File: config.mk
export PLATFORM = sky130hd
export DESIGN_NAME = pmp_napot_encoder
export DESIGN_NICKNAME = d
export VERILOG_FILES = /design/src/rtl/pmp_pkg.sv /design/src/rtl/napot_mask_gen.sv /design/src/rtl/pmp_napot_encoder.sv
export SDC_FILE = /design/constraint.sdc
export NUM_CORES = 1
export LEC_CHECK = 0
export BUFFER_PORTS_ARGS = -buffer_cell sky130_fd_sc_hd__buf_2
export CAP_MARGIN = 20
export CORE_MARGIN = 3
export CORE_UTILIZATION = 35
export DETAILED_ROUTE_END_ITERATION = 6
export HOLD_SLACK_MARGIN = 0.03
export PLACE_DENSITY = 0.62
export RECOVER_POWER = 25
export SLEW_MARGIN = 0
export SYNTH_ARGS = -nofsm -noshare
export SYNTH_HDL_FRONTEND = slang
export SYNTH_SLANG_ARGS = --single-unit
File: constraint.sdc
create_clock -name clk -period 2.9 [get_ports clk]
set_input_delay 0.435 -clock clk [delete_from_list [all_inputs] [get_ports clk]]
set_output_delay 0.435 -clock clk [all_outputs]
set_load 0.005 [all_outputs]
File: src/rtl/pmp_pkg.sv
// rtl/pmp_pkg.sv - shared types and constants for the PMP entry programmer
package pmp_pkg;

    typedef enum logic [2:0] {
        IDLE,
        CHECK,
        WR_ADDR,
        WR_CFG,
        RESP
    } state_e;

    typedef enum logic [2:0] {
        OK    = 3'd0,
        SIZE  = 3'd1,
        ALIGN = 3'd2,
        PERM  = 3'd3,
        ENTRY = 3'd4,
        LOCK  = 3'd5,
        BUS   = 3'd6
    } err_e;

    localparam logic [11:0] PMPADDR_BASE = 12'h3B0;
    localparam logic [11:0] PMPCFG_BASE  = 12'h3A0;
    localparam logic [1:0]  A_NA4        = 2'b10;
    localparam logic [1:0]  A_NAPOT      = 2'b11;
    localparam int          MAX_ENTRIES  = 16;

    function automatic logic [7:0] cfg_byte(input logic lock, input logic [1:0] a,
                                            input logic [2:0] perm);
        return {lock, 2'b00, a, perm};
    endfunction

endpackage

File: src/rtl/napot_mask_gen.sv
// rtl/napot_mask_gen.sv - log2 region size to NAPOT trailing-ones and alignment masks
module napot_mask_gen (
    input  logic [5:0]  log2sz,
    output logic [31:0] trail_mask,
    output logic [31:0] align_mask
);

    logic [5:0] trail_sh;

    // Inverting a shifted all-ones word keeps log2sz=32 exact: the shift empties the word.
    always_comb begin
        trail_sh   = (log2sz >= 6'd3) ? (log2sz - 6'd3) : 6'd0;
        align_mask = ~(32'hFFFF_FFFF << log2sz);
        trail_mask = (log2sz >= 6'd3) ? ~(32'hFFFF_FFFF << trail_sh) : 32'd0;
    end

endmodule

File: src/rtl/pmp_napot_encoder.sv
// rtl/pmp_napot_encoder.sv - validates a region request and writes pmpaddr then pmpcfg
module pmp_napot_encoder
    import pmp_pkg::*;
#(
    parameter int NUM_ENTRIES = 16,
    parameter int TIMEOUT_CYC = 64
) (
    input  logic        clk,
    input  logic        rst_n,
    input  logic        req_valid,
    output logic        req_ready,
    input  logic [31:0] req_base,
    input  logic [5:0]  req_log2sz,
    input  logic [3:0]  req_entry,
    input  logic [2:0]  req_perm,
    input  logic        req_lock,
    output logic        csr_req,
    output logic [11:0] csr_addr,
    output logic [31:0] csr_wdata,
    input  logic        csr_ack,
    output logic        rsp_valid,
    output logic [2:0]  rsp_err,
    input  logic        rsp_ready
);

    localparam int CW = $clog2(TIMEOUT_CYC + 1);

    state_e        state_q, state_d;
    err_e          err_q, err_d;
    logic [31:0]   base_q;
    logic [5:0]    log2sz_q;
    logic [3:0]    entry_q;
    logic [2:0]    perm_q;
    logic          lock_q;
    logic [CW-1:0] tmo_q;
    logic [7:0]    shadow_q [MAX_ENTRIES];

    logic [31:0]   trail_mask, align_mask, pmpaddr, cfg_word;
    logic [1:0]    a_field;
    logic [7:0]    new_cfg;
    logic          entry_bad, size_bad, locked, timeout, in_wr;

    napot_mask_gen u_mask (
        .log2sz     (log2sz_q),
        .trail_mask (trail_mask),
        .align_mask (align_mask)
    );

    always_comb begin
        entry_bad = int'({28'd0, entry_q}) >= NUM_ENTRIES;
        size_bad  = (log2sz_q < 6'd2) || (log2sz_q > 6'd32);
        locked    = shadow_q[entry_q][7];
        timeout   = tmo_q == CW'(TIMEOUT_CYC - 1);
        in_wr     = (state_q == WR_ADDR) || (state_q == WR_CFG);
        pmpaddr   = {2'b00, base_q[31:2]} | trail_mask;
        a_field   = (log2sz_q == 6'd2) ? A_NA4 : A_NAPOT;
        new_cfg   = cfg_byte(lock_q, a_field, perm_q);
        // The cfg CSR packs four entries; neighbours come from the shadow copy.
        for (int i = 0; i < 4; i++) begin
            cfg_word[8*i +: 8] = (entry_q[1:0] == 2'(i)) ? new_cfg
                                                         : shadow_q[{entry_q[3:2], 2'(i)}];
        end
    end

    always_comb begin
        state_d = state_q;
        err_d   = err_q;
        case (state_q)
            IDLE: if (req_valid) state_d = CHECK;
            CHECK: begin
                state_d = RESP;
                if (entry_bad)                           err_d = ENTRY;
                else if (locked)                         err_d = LOCK;
                else if (size_bad)                       err_d = SIZE;
                else if ((base_q & align_mask) != 32'd0) err_d = ALIGN;
                else if (perm_q[1] && !perm_q[0])        err_d = PERM;
                else begin
                    err_d   = OK;
                    state_d = WR_ADDR;
                end
            end
            WR_ADDR, WR_CFG: begin
                if (csr_ack) begin
                    state_d = (state_q == WR_ADDR) ? WR_CFG : RESP;
                end else if (timeout) begin
                    state_d = RESP;
                    err_d   = BUS;
                end
            end
            RESP: if (rsp_ready) state_d = IDLE;
            default: state_d = IDLE;
        endcase
    end

    always_comb begin
        req_ready = state_q == IDLE;
        csr_req   = in_wr;
        rsp_valid = state_q == RESP;
        rsp_err   = (state_q == RESP) ? err_q : OK;
        csr_addr  = 12'd0;
        csr_wdata = 32'd0;
        if (state_q == WR_ADDR) begin
            csr_addr  = PMPADDR_BASE + {8'd0, entry_q};
            csr_wdata = pmpaddr;
        end else if (state_q == WR_CFG) begin
            csr_addr  = PMPCFG_BASE + {10'd0, entry_q[3:2]};
            csr_wdata = cfg_word;
        end
    end

    always_ff @(posedge clk or negedge rst_n) begin
        if (!rst_n) begin
            state_q  <= IDLE;
            err_q    <= OK;
            base_q   <= 32'd0;
            log2sz_q <= 6'd0;
            entry_q  <= 4'd0;
            perm_q   <= 3'd0;
            lock_q   <= 1'b0;
            tmo_q    <= '0;
            for (int i = 0; i < MAX_ENTRIES; i++) shadow_q[i] <= 8'd0;
        end else begin
            state_q <= state_d;
            err_q   <= err_d;
            if (state_q == IDLE && req_valid) begin
                base_q   <= req_base;
                log2sz_q <= req_log2sz;
                entry_q  <= req_entry;
                perm_q   <= req_perm;
                lock_q   <= req_lock;
            end
            // Restart the ack budget on every state change so each write gets its own.
            if (state_d != state_q) tmo_q <= '0;
            else if (in_wr)         tmo_q <= tmo_q + 1'b1;
            if (state_q == WR_CFG && csr_ack) shadow_q[entry_q] <= new_cfg;
        end
    end

endmodule
# Word level (Yosys, flattened, before mapping)

Cells that the tools add are included.

Output and inout port bits: 50
Word-level logic and storage cells: 123
Bits in writable memories: 0
Input bits: 51
Memories kept: 0
Bits in latches: 0
Register bits: 187
Memory bits (read-only): 0

Multiplexer cells: 49
Add/subtract/negate cells: 4
Eq/ne operators: 12
$mul: 0
Order comparisons: 9
Div/mod/pow operators: 0
Reductions and logical operators: 14
Shifts and indexed selects: 2
Bitwise logic cells: 9

Operator list:

| operator                                                                            | count |
|---|---|
| 8-bit binary-select mux with 4-bit select                                           | 5 |
| 128-bit bitwise mux                                                                 | 1 |
| 8-bit 2-to-1 mux                                                                    | 15 |
| 32-bit 2-to-1 mux                                                                   | 3 |
| 32-bit inverter                                                                     | 2 |
| 32-bit by 6-bit << shifter with 32-bit output, first input constant                 | 2 |
| 3-bit 2-to-1 mux                                                                    | 13 |
| 32-bit bitwise AND                                                                  | 1 |
| 8-bit demux with 4-bit select                                                       | 1 |
| 30-bit by 32-bit bitwise OR with 32-bit output                                      | 1 |
| 32-bit nonzero test                                                                 | 1 |
| 5-bit greater-or-equal comparator, second input constant                            | 5 |
| 4-bit inverter with 5-bit output                                                    | 5 |
| 11-bit 2-to-1 mux                                                                   | 2 |
| 7-bit 2-to-1 mux                                                                    | 2 |
| 3-bit case mux with 4 select lines                                                  | 1 |
| 10-bit by 2-bit adder with 11-bit output, first input constant                      | 1 |
| 10-bit by 4-bit adder with 11-bit output, first input constant                      | 1 |
| 7-bit by 1-bit adder with 7-bit output, second input constant                       | 1 |
| 7-bit by 6-bit equality test with 1-bit output, second input constant               | 1 |
| 3-bit by 2-bit equality test with 1-bit output, second input constant               | 2 |
| 6-bit by 2-bit equality test with 1-bit output, second input constant               | 1 |
| 6-bit by 2-bit greater-or-equal comparator with 1-bit output, second input constant | 1 |
| 6-bit > comparator, second input constant                                           | 1 |
| other kinds (21)                                                                    | 30 |

# Longest topological paths before layout

Gate-level depths: netlist (run 1).

Word-level depth: 10
Mapped depth: 10
Depth with buffers taken out: 10

# Hierarchy

From an unflattened synthesis (run 1), not the netlist that was laid out.

Cell total of the unflattened synthesis: 754
Area, all modules: 8,404.3 um^2

Modules (own cells, without submodules):

| module            | cells each | area each (um^2) | times used | sequential area each (um^2) |
|---|---|---|---|---|
| pmp_napot_encoder | 613        | 7,623.6          | 1          | 3,878.7 |
| napot_mask_gen    | 141        | 780.7            | 1          | 0.0 |

# Least setup slack after synthesis (run 1)

Ideal clock, no wire load.

Path kind: flip-flop to output port
Start: reg log2sz_q[1]
End: out csr_wdata[2]
Path buffers: 0
Stages on the path, launching flop included: 8
Arrival: 2.058 ns
Data required time: 2.465 ns
Path slack: 0.407 ns
Path through: dfrtp_1 > ha_1 > nor3_1 > mux2i_1 > nand2b_1 > nor3_1 > nor3b_1 > a211oi_1

Longest elaborated chain between the ends: 7
Elaborated cells between the ends (all ways): 8
Those cells by class: 1 x add/sub; 1 x order compare; 1 x shift; 3 x mux; 2 x bitwise

Ends and longest elaborated chain:

| element                                                                                                                            | line                                       | RTL |
|---|---|---|
| start: declaration                                                                                                                 | pmp_napot_encoder.sv:31                    | `logic [5:0] log2sz_q;` |
| start signal: assignment                                                                                                           | pmp_napot_encoder.sv:127                   | `log2sz_q <= req_log2sz;` |
| 6-bit by 2-bit subtractor with 6-bit output / 6-bit by 2-bit greater-or-equal comparator with 1-bit output (equally long branches) | napot_mask_gen.sv:12, napot_mask_gen.sv:14 |  |
| 6-bit 2-to-1 mux                                                                                                                   | napot_mask_gen.sv:12                       | `trail_sh = (log2sz >= 6'd3) ? (log2sz - 6'd3) : 6'd0;` |
| 32-bit by 6-bit << shifter with 32-bit output                                                                                      | napot_mask_gen.sv:14                       | `trail_mask = (log2sz >= 6'd3) ? ~(32'hFFFF_FFFF << trail_sh) : 32'd0;` |
| 32-bit inverter                                                                                                                    | napot_mask_gen.sv:14                       |  |
| 32-bit 2-to-1 mux (*)                                                                                                              | napot_mask_gen.sv:14                       |  |
| 30-bit by 32-bit bitwise OR with 32-bit output (*)                                                                                 | pmp_napot_encoder.sv:55                    | `pmpaddr = {2'b00, base_q[31:2]} \| trail_mask;` |
| 32-bit 2-to-1 mux (*)                                                                                                              | pmp_napot_encoder.sv:102                   | `if (state_q == WR_ADDR) begin` |
| end: declaration                                                                                                                   | pmp_napot_encoder.sv:19                    | `output logic [31:0] csr_wdata,` |

Every way passes the cells marked *; elsewhere a longest branch is shown, timed or not.

# Worst setup path in the final report (run 1)

Start: reg log2sz_q[1]
End: out csr_wdata[21]

Same word-level chain as after synthesis.

==> results.toml, run 1 <==
[logic_synthesis]
synth-seq-area-share = 0.482
synth_edf_count = 0
synth_top_area_frac = 0.482
syn_inst = 742
synth.distinct_cells = 58
synthTopCellsByArea = "dfrtp_1 48%, mux2_2 14%, mux4_2 6.7%"
synth_seq_cells = 155
synth_top_area_cell = "dfrtp_1"
syn_area_um2 = 8050
synthArstFlopShare = 1.00
synth.avg_cell_area_um2 = 10.8
synthFlopType = "dfrtp_1"
yosys_warnings = 0

[worst_setup_path]
slowest_delay_ns = 0.41
r2r_end = "state_q[2]"
critical_path.cell_chain = "ha_2 -> nor3_2 -> buf_4 -> nand2_1 -> nand2_1 -> buf_4 -> nor2_2 -> o21ai_0 -> a21oi_1 -> buf_2"
crit_arrival_ns = 2.52
start_kind = "flip-flop"
required_ns = 2.47
reg2reg_from = "log2sz_q[0]"
worstSetupPathType = "reg2out"
r2r_slack_ns = 0.12
r2r_cells = 11
end_kind = "primary output"
slowest_stage = "dfrtp_1"
path_max_fanout = 5

[die]
core_area_um2 = 22200
dieArea_um2 = 24900
dieWidth_um = 158
start_util = 0.362
die_height_um = 158
pin_count = 101
num_rows = 54

[grt]
grt_pass1_wl_mm = 36.8
grt_max_degree = 66
grt_pass1_vias = 6453
grt_usage = 0.193
antenna_found_initial = 0
grt_overflow = 0

[hold_path]
hp-start = "req_base[28]"
hold_path.class = "in2reg"
min_to = "base_q[28]"
hold_depth = 3

[timing]
finalHoldViolCount = 0
rsz0062_at_grt = "true"
final.setup.worst_slack_ns = -0.0528
min_period_ns = 2.95
setup_tns_ns = -0.205
min_period_over_period = 1.02
tightest_slew_ns = 1.65
fin_skew_ns = 0.0151
fmax_mhz = 339
setup_viol = 9
maxSlewViolCount = 66
relSlewSlack = -0.0988

[place]
hpwlAfterDp_mm = 17.2
portBuffers = 97
gp_congestion = 1.03

[drt]
drc_errors = 0
wl_mm = 23.6
via_per_inst = 5.51
num_vias = 6436
antenna_left = 0
drt_iter0_drc = 561
avgRoutedWirePerCell_um = 20.2
firstDrtPassIters = 5

[run]
drv_cap = 1

[pwr]
seqPwrFrac = 0.312
p_leak_uw = 0.00477
power.share.clock = 0.225
p_int_uw = 5810
comb_power_share = 0.463
switchingPower_uw = 4230
total_power_uw = 10000
power_density_nw_per_um2 = 984
p_sw_frac = 0.422
ir_drop_mv = 0.512

[final_layout]
final_nets = 933
multi_input_area_um2 = 4280
syn_to_final_growth_pct = 26.8
seqCellArea_um2 = 3880
drive_above_1_share = 0.447
fillerInstances = 2023
insertedDiodeCount = 0

[clock_network]
cts.sink_count = 155
cts_root_buf = "clkbuf_16"
clk_latency_ns = 0.44
clock_path_buffers = 2
cts_tree = "yes"
numCtsBuffers = 17
path_clk_slew_ns = 0.08
htree_num_levels = 4

[run_status]
failed_checks = "max-capacitance violations, max-slew violations, negative setup slack"
outcome = "finished with violations"
metrics by stage:
step	util	hold WS [ns]	cells	area [µm²]	worst slack, ns
final	0.459	0.221	1168	10200	-0.0528
after global routing	0.459	0.222	1168	10200	-0.140
after CTS	0.446	0.211	1161	9920	-0.0934
after detailed placement	0.409	0.449	1124	9100	0.169
after global placement	0.409	0.446	1124	9100	0.142
after floorplan	-	0.139	744	8060	0.407
layer usage:
| metal | track usage | vias to the layer above | routed length, µm |
|---|---|---|---|
| met5 | 0 | - | 0 |
| met4 | 0.0640 | 0 | 595 |
| met3 | 0.0478 | 44 | 1450 |
| met2 | 0.310 | 236 | 11300 |
| met1 | 0.257 | 3234 | 10200 |
| li1 | - | 2922 | - |
final cells by class:
type,count,share of cell area
clock buffer,18,0.0430
tap,280,0.0343
sequential,155,0.381
timing repair buffer,162,0.101
clock inverter,14,0.0150
inverter,17,0.00662
multi-input combinational,522,0.419
kinds of logic (layout without fill, tap and decap cells):
group	after synthesis	in the layout	synth area share
DFF	155	155	0.482
adders and majority gates	7	7	0.0109
other	1	3	0.000466
xor gates and xnor gates	7	7	0.00762
muxes	135	135	0.220
and+or+nand+nor	231	231	0.138
buffers and inverters	67	211	0.0354
AOI/OAI and AO/OA	139	139	0.106
sequential cells by signal, indices dropped and copies added (netlist names):
signal    cells
shadow_q     96
base_q       32
tmo_q         7
log2sz_q      6
entry_q       4
err_q         3
perm_q        3
state_q       3
lock_q        1
worst max-delay path: cells and delay by family, from the launching register on:
kind,cells,cell delay [ns]
AO/OA/AOI/OAI,2,0.36
adder cells (fa/ha/maj),1,0.24
flip-flops,1,0.41
AND/OR/NAND/NOR,4,0.58
buffers and inverters,3,0.50
how the worst max path moves through the flow:
stage | slack, ns | start | endpoint | cells after the start
CTS | -0.09 | log2sz_q[0] | csr_wdata[0] | 10
global placement | 0.14 | log2sz_q[0] | csr_wdata[16] | 8
floorplan | 0.41 | log2sz_q[1] | csr_wdata[2] | 7
finish | -0.05 | log2sz_q[1] | csr_wdata[21] | 10
global route | -0.14 | log2sz_q[1] | csr_wdata[15] | 10
detailed placement | 0.17 | log2sz_q[0] | csr_wdata[4] | 9
layout by cell type (no fill, tap or decap), drive strengths merged, types with 3 or more instances in the layout:
| cell | n |
|---|---|
| a21oi | 42 |
| a311oi | 3 |
| and3 | 4 |
| mux4 | 24 |
| a221oi | 9 |
| nor4 | 4 |
| nand2b | 18 |
| xnor2 | 3 |
| nand2 | 73 |
| xor2 | 4 |
| nor2b | 5 |
| buf | 159 |
| nand3 | 7 |
| clkinv | 4 |
| and2 | 6 |
| o311a | 3 |
| a22oi | 3 |
| a211oi | 13 |
| mux2 | 97 |
| a31oi | 3 |
| nor3 | 21 |
| o21ai | 47 |
| nor2 | 67 |
| dfrtp | 155 |
| inv | 25 |
| mux2i | 14 |
| clkbuf | 20 |
| or2 | 15 |
| conb | 3 |
| ha | 7 |
Yosys cell counts, drive strengths merged, types with 3 or more instances:
| library cell | n |
|---|---|
| a211oi | 13 |
| a21oi | 42 |
| a221oi | 9 |
| a22oi | 3 |
| a311oi | 3 |
| a31oi | 3 |
| and2 | 6 |
| and3 | 4 |
| buf | 22 |
| clkbuf | 28 |
| dfrtp | 155 |
| ha | 7 |
| inv | 17 |
| mux2 | 97 |
| mux2i | 14 |
| mux4 | 24 |
| nand2 | 73 |
| nand2b | 18 |
| nand3 | 7 |
| nor2 | 67 |
| nor2b | 5 |
| nor3 | 21 |
| nor4 | 4 |
| o21ai | 47 |
| o311a | 3 |
| or2 | 15 |
| xnor2 | 3 |
| xor2 | 4 |
repair_timing:
item | 4_1_cts | 5_1_grt
hold buffers | 1 | 0
endpoints found under the hold margin | 15 | 0
pin swaps | 7 | 25
gates resized for setup | 39 | 52
buffers inserted | 4 | 8
setup endpoints to repair | 28 | 33
power by group through the flow:
stage,Sequential [µW],Combinational [µW],Clock (µW)
6_report,3130,4650,2260
5_1_grt,3190,4980,2390
4_1_cts,3100,3920,2290
3_5_place_dp,3160,3510,0
3_3_place_gp,3160,3510,0
2_1_floorplan,2800,2430,0
(Power assumes the default switching activity.)
==> inputs of run 2 (changes only) <==
--- a/config.mk
+++ b/config.mk
@@ -9,6 +9,7 @@
 export CAP_MARGIN = 20
 export CORE_MARGIN = 3
 export CORE_UTILIZATION = 35
+export CTS_BUF_LIST = sky130_fd_sc_hd__clkbuf_8
 export DETAILED_ROUTE_END_ITERATION = 6
 export HOLD_SLACK_MARGIN = 0.03
 export PLACE_DENSITY = 0.62
==> constraint.sdc (replaced) <==
create_clock -name clk -period 2.9 [get_ports clk]
set_input_delay 0.435 -clock clk [delete_from_list [all_inputs] [get_ports clk]]
set_output_delay 0.435 -clock clk [all_outputs]
set_load 0.1 [all_outputs]
==> run 2 against run 1 <==
Net effect: the flow still finishes with violations (max-capacitance violations, max-slew violations, negative setup slack); setup slack got worse by 0.13 ns; design area increased by 8.6%; critical path depth grew 1; cell count increased by 0.94%; clock skew rose by 0.0039 ns; flip-flop and latch count stayed put; combinational power is 17% higher.
==> results.toml, run 2 (synthesis results as in run 1) <==
[clock_network]
htree_num_levels = 4
numCtsBuffers = 17
path_clk_slew_ns = 0.08
cts.sink_count = 155
clk_latency_ns = 0.47
clock_path_buffers = 2
cts_root_buf = "clkbuf_8"
cts_tree = "yes"

[final_layout]
final_nets = 945
syn_to_final_growth_pct = 37.7
insertedDiodeCount = 0
regMostFlops = "shadow_q"
largest_reg_flops = 96
most-common-layout-cells = "147 x dfrtp_1, 97 x mux2_2, 70 x nand2_1"
finalNonFillerCells = 1179
largestRegisters = "shadow_q (96), base_q (32), tmo_q (7)"
drive_above_1_share = 0.488
mostFrequentLayoutCell = "dfrtp_1"
finalCoreUtilization = 0.499

[drt]
wl_met2_mm = 12.2
antenna_left = 0
drt_iter0_drc = 476
wl_met1_mm = 10.2
highest_layer = "met4"
num_vias = 6417
avgRoutedWirePerCell_um = 20.4
via_per_inst = 5.44
drc_errors = 0
wl_mm = 24.1
firstDrtPassIters = 5
wl_met3_mm = 1.28

[die]
dieWidth_um = 158
pin_count = 101
core_area_um2 = 22200
die_height_um = 158
start_util = 0.362
num_rows = 54
dieArea_um2 = 24900

[grt]
grt_pass1_wl_mm = 36.9
grt_pass1_vias = 6421
grt_overflow = 0
antenna_found_initial = 0
grt_usage = 0.195
grt_max_degree = 73

[timing]
final.setup.worst_slack_ns = -0.185
setup_viol = 25
fin_skew_ns = 0.0191
min_period_ns = 3.09
finalHoldViolCount = 0
fmax_mhz = 324
setup_tns_ns = -2.33
min_period_over_period = 1.06
tightest_slew_ns = 1.58
rsz0062_at_grt = "true"
maxSlewViolCount = 62
relSlewSlack = -0.0564

[pwr]
p_sw_frac = 0.449
ir_drop_mv = 0.542
total_power_uw = 10500
comb_power_share = 0.519
seqPwrFrac = 0.315
switchingPower_uw = 4690
power_density_nw_per_um2 = 943
p_leak_uw = 0.00489
p_int_uw = 5760
power.share.clock = 0.166

[worst_setup_path]
crit_arrival_ns = 2.65
required_ns = 2.47
cp_common_cell = "ha_4"
slowest_delay_ns = 0.46
worst-path-buf-inv = 4
end_kind = "primary output"
slowest_stage = "dfrtp_2"
start_kind = "flip-flop"
path_delay_family = "buffers and inverters"
worstSetupPathType = "reg2out"
critical_path.cell_chain = "ha_4 -> buf_4 -> inv_4 -> ha_4 -> a21oi_4 -> buf_6 -> a21oi_1 -> nor2_1 -> nor3_2 -> a311oi_4 -> buf_12"
path_max_fanout = 5

[run_status]
failed_checks = "max-capacitance violations, max-slew violations, negative setup slack"
outcome = "finished with violations"

[run]
drv_cap = 1

[place]
hpwlAfterDp_mm = 17.0
place_inst = 1127
gp_congestion = 0.958
portBuffers = 97

[hold_path]
hold_path.class = "in2reg"
-- run 2: changes by cell type in the layout (fill, tap and decap cells not counted), moves of 6 or more --
cell / before / now
a221oi_4: 0 / 6
a211oi_4: 1 / 11
inv_6: 7 / 1
buf_4: 54 / 61
clkbuf_8: 1 / 21
nor2_1: 59 / 51
dfrtp_2: 2 / 8
a211oi_2: 8 / 2
clkbuf_16: 17 / 0
buf_2: 95 / 61
buf_12: 2 / 40
-- run 2: metal layers --
metal / track usage / up-vias
li1: - / 2926
met1: 0.248 / 3243
met2: 0.332 / 216
met3: 0.0435 / 32
met4: 0.0616 / 0
met5: 0 / -
-- run 2: final cells by class --
class                           count  area (µm²)
Multi-Input combinational cell    522        4670
Fill cell                        1932       11100
Clock buffer                       21         289
Tap cell                          280         350
Timing Repair Buffer              174        1690
Clock inverter                     10         126
Sequential cell                   155        3890
Inverter                           17        70.1
-- run 2: final timing paths --
path	start	to	slack, ns	cells past startpoint
min in group asynchronous	rst_n	shadow_q[79]	0.91	2
worst max-delay path	log2sz_q[0]	csr_wdata[16]	-0.19	11
worst max register to register	log2sz_q[1]	state_q[1]	0.05	10
worst min register to register	shadow_q[60]	shadow_q[60]	0.47	1
worst min-delay path	req_base[5]	base_q[5]	0.19	3
max in group asynchronous	rst_n	shadow_q[98]	0.68	3
-- run 2: metrics by stage --
stage / cell area (µm²) / setup slack (ns) / hold WS [ns]
3_5_place_dp: 9910 / 0.00888 / 0.450
3_3_place_gp: 9910 / 0.0632 / 0.448
6_report: 11100 / -0.185 / 0.193
4_1_cts: 10800 / -0.164 / 0.174
2_1_floorplan: 8410 / -0.296 / 0.139
5_1_grt: 11100 / -0.286 / 0.178
-- run 2: power groups by stage --
stage / sequential (µW) / clock (µW) / combinational, µW
6_report: 3290 / 1740 / 5420
5_1_grt: 3330 / 1850 / 5730
4_1_cts: 3240 / 1760 / 4740
3_5_place_dp: 3220 / 0 / 4100
3_3_place_gp: 3210 / 0 / 4100
2_1_floorplan: 2810 / 0 / 2950
-- run 2: what timing repair did --
action / CTS / global route
setup endpoints to repair: 34 / 32
pin swaps: 15 / 17
resized for setup: 103 / 34
setup buffers: 8 / 14
hold buffers: 1 / 0
hold endpoints to repair: 60 / 0
-- run 2: tightest hold or removal path, cell delays in order --
cell and delay [ns]:
buf_2 0.09, nand2_1 0.04, o21ai_0 0.06
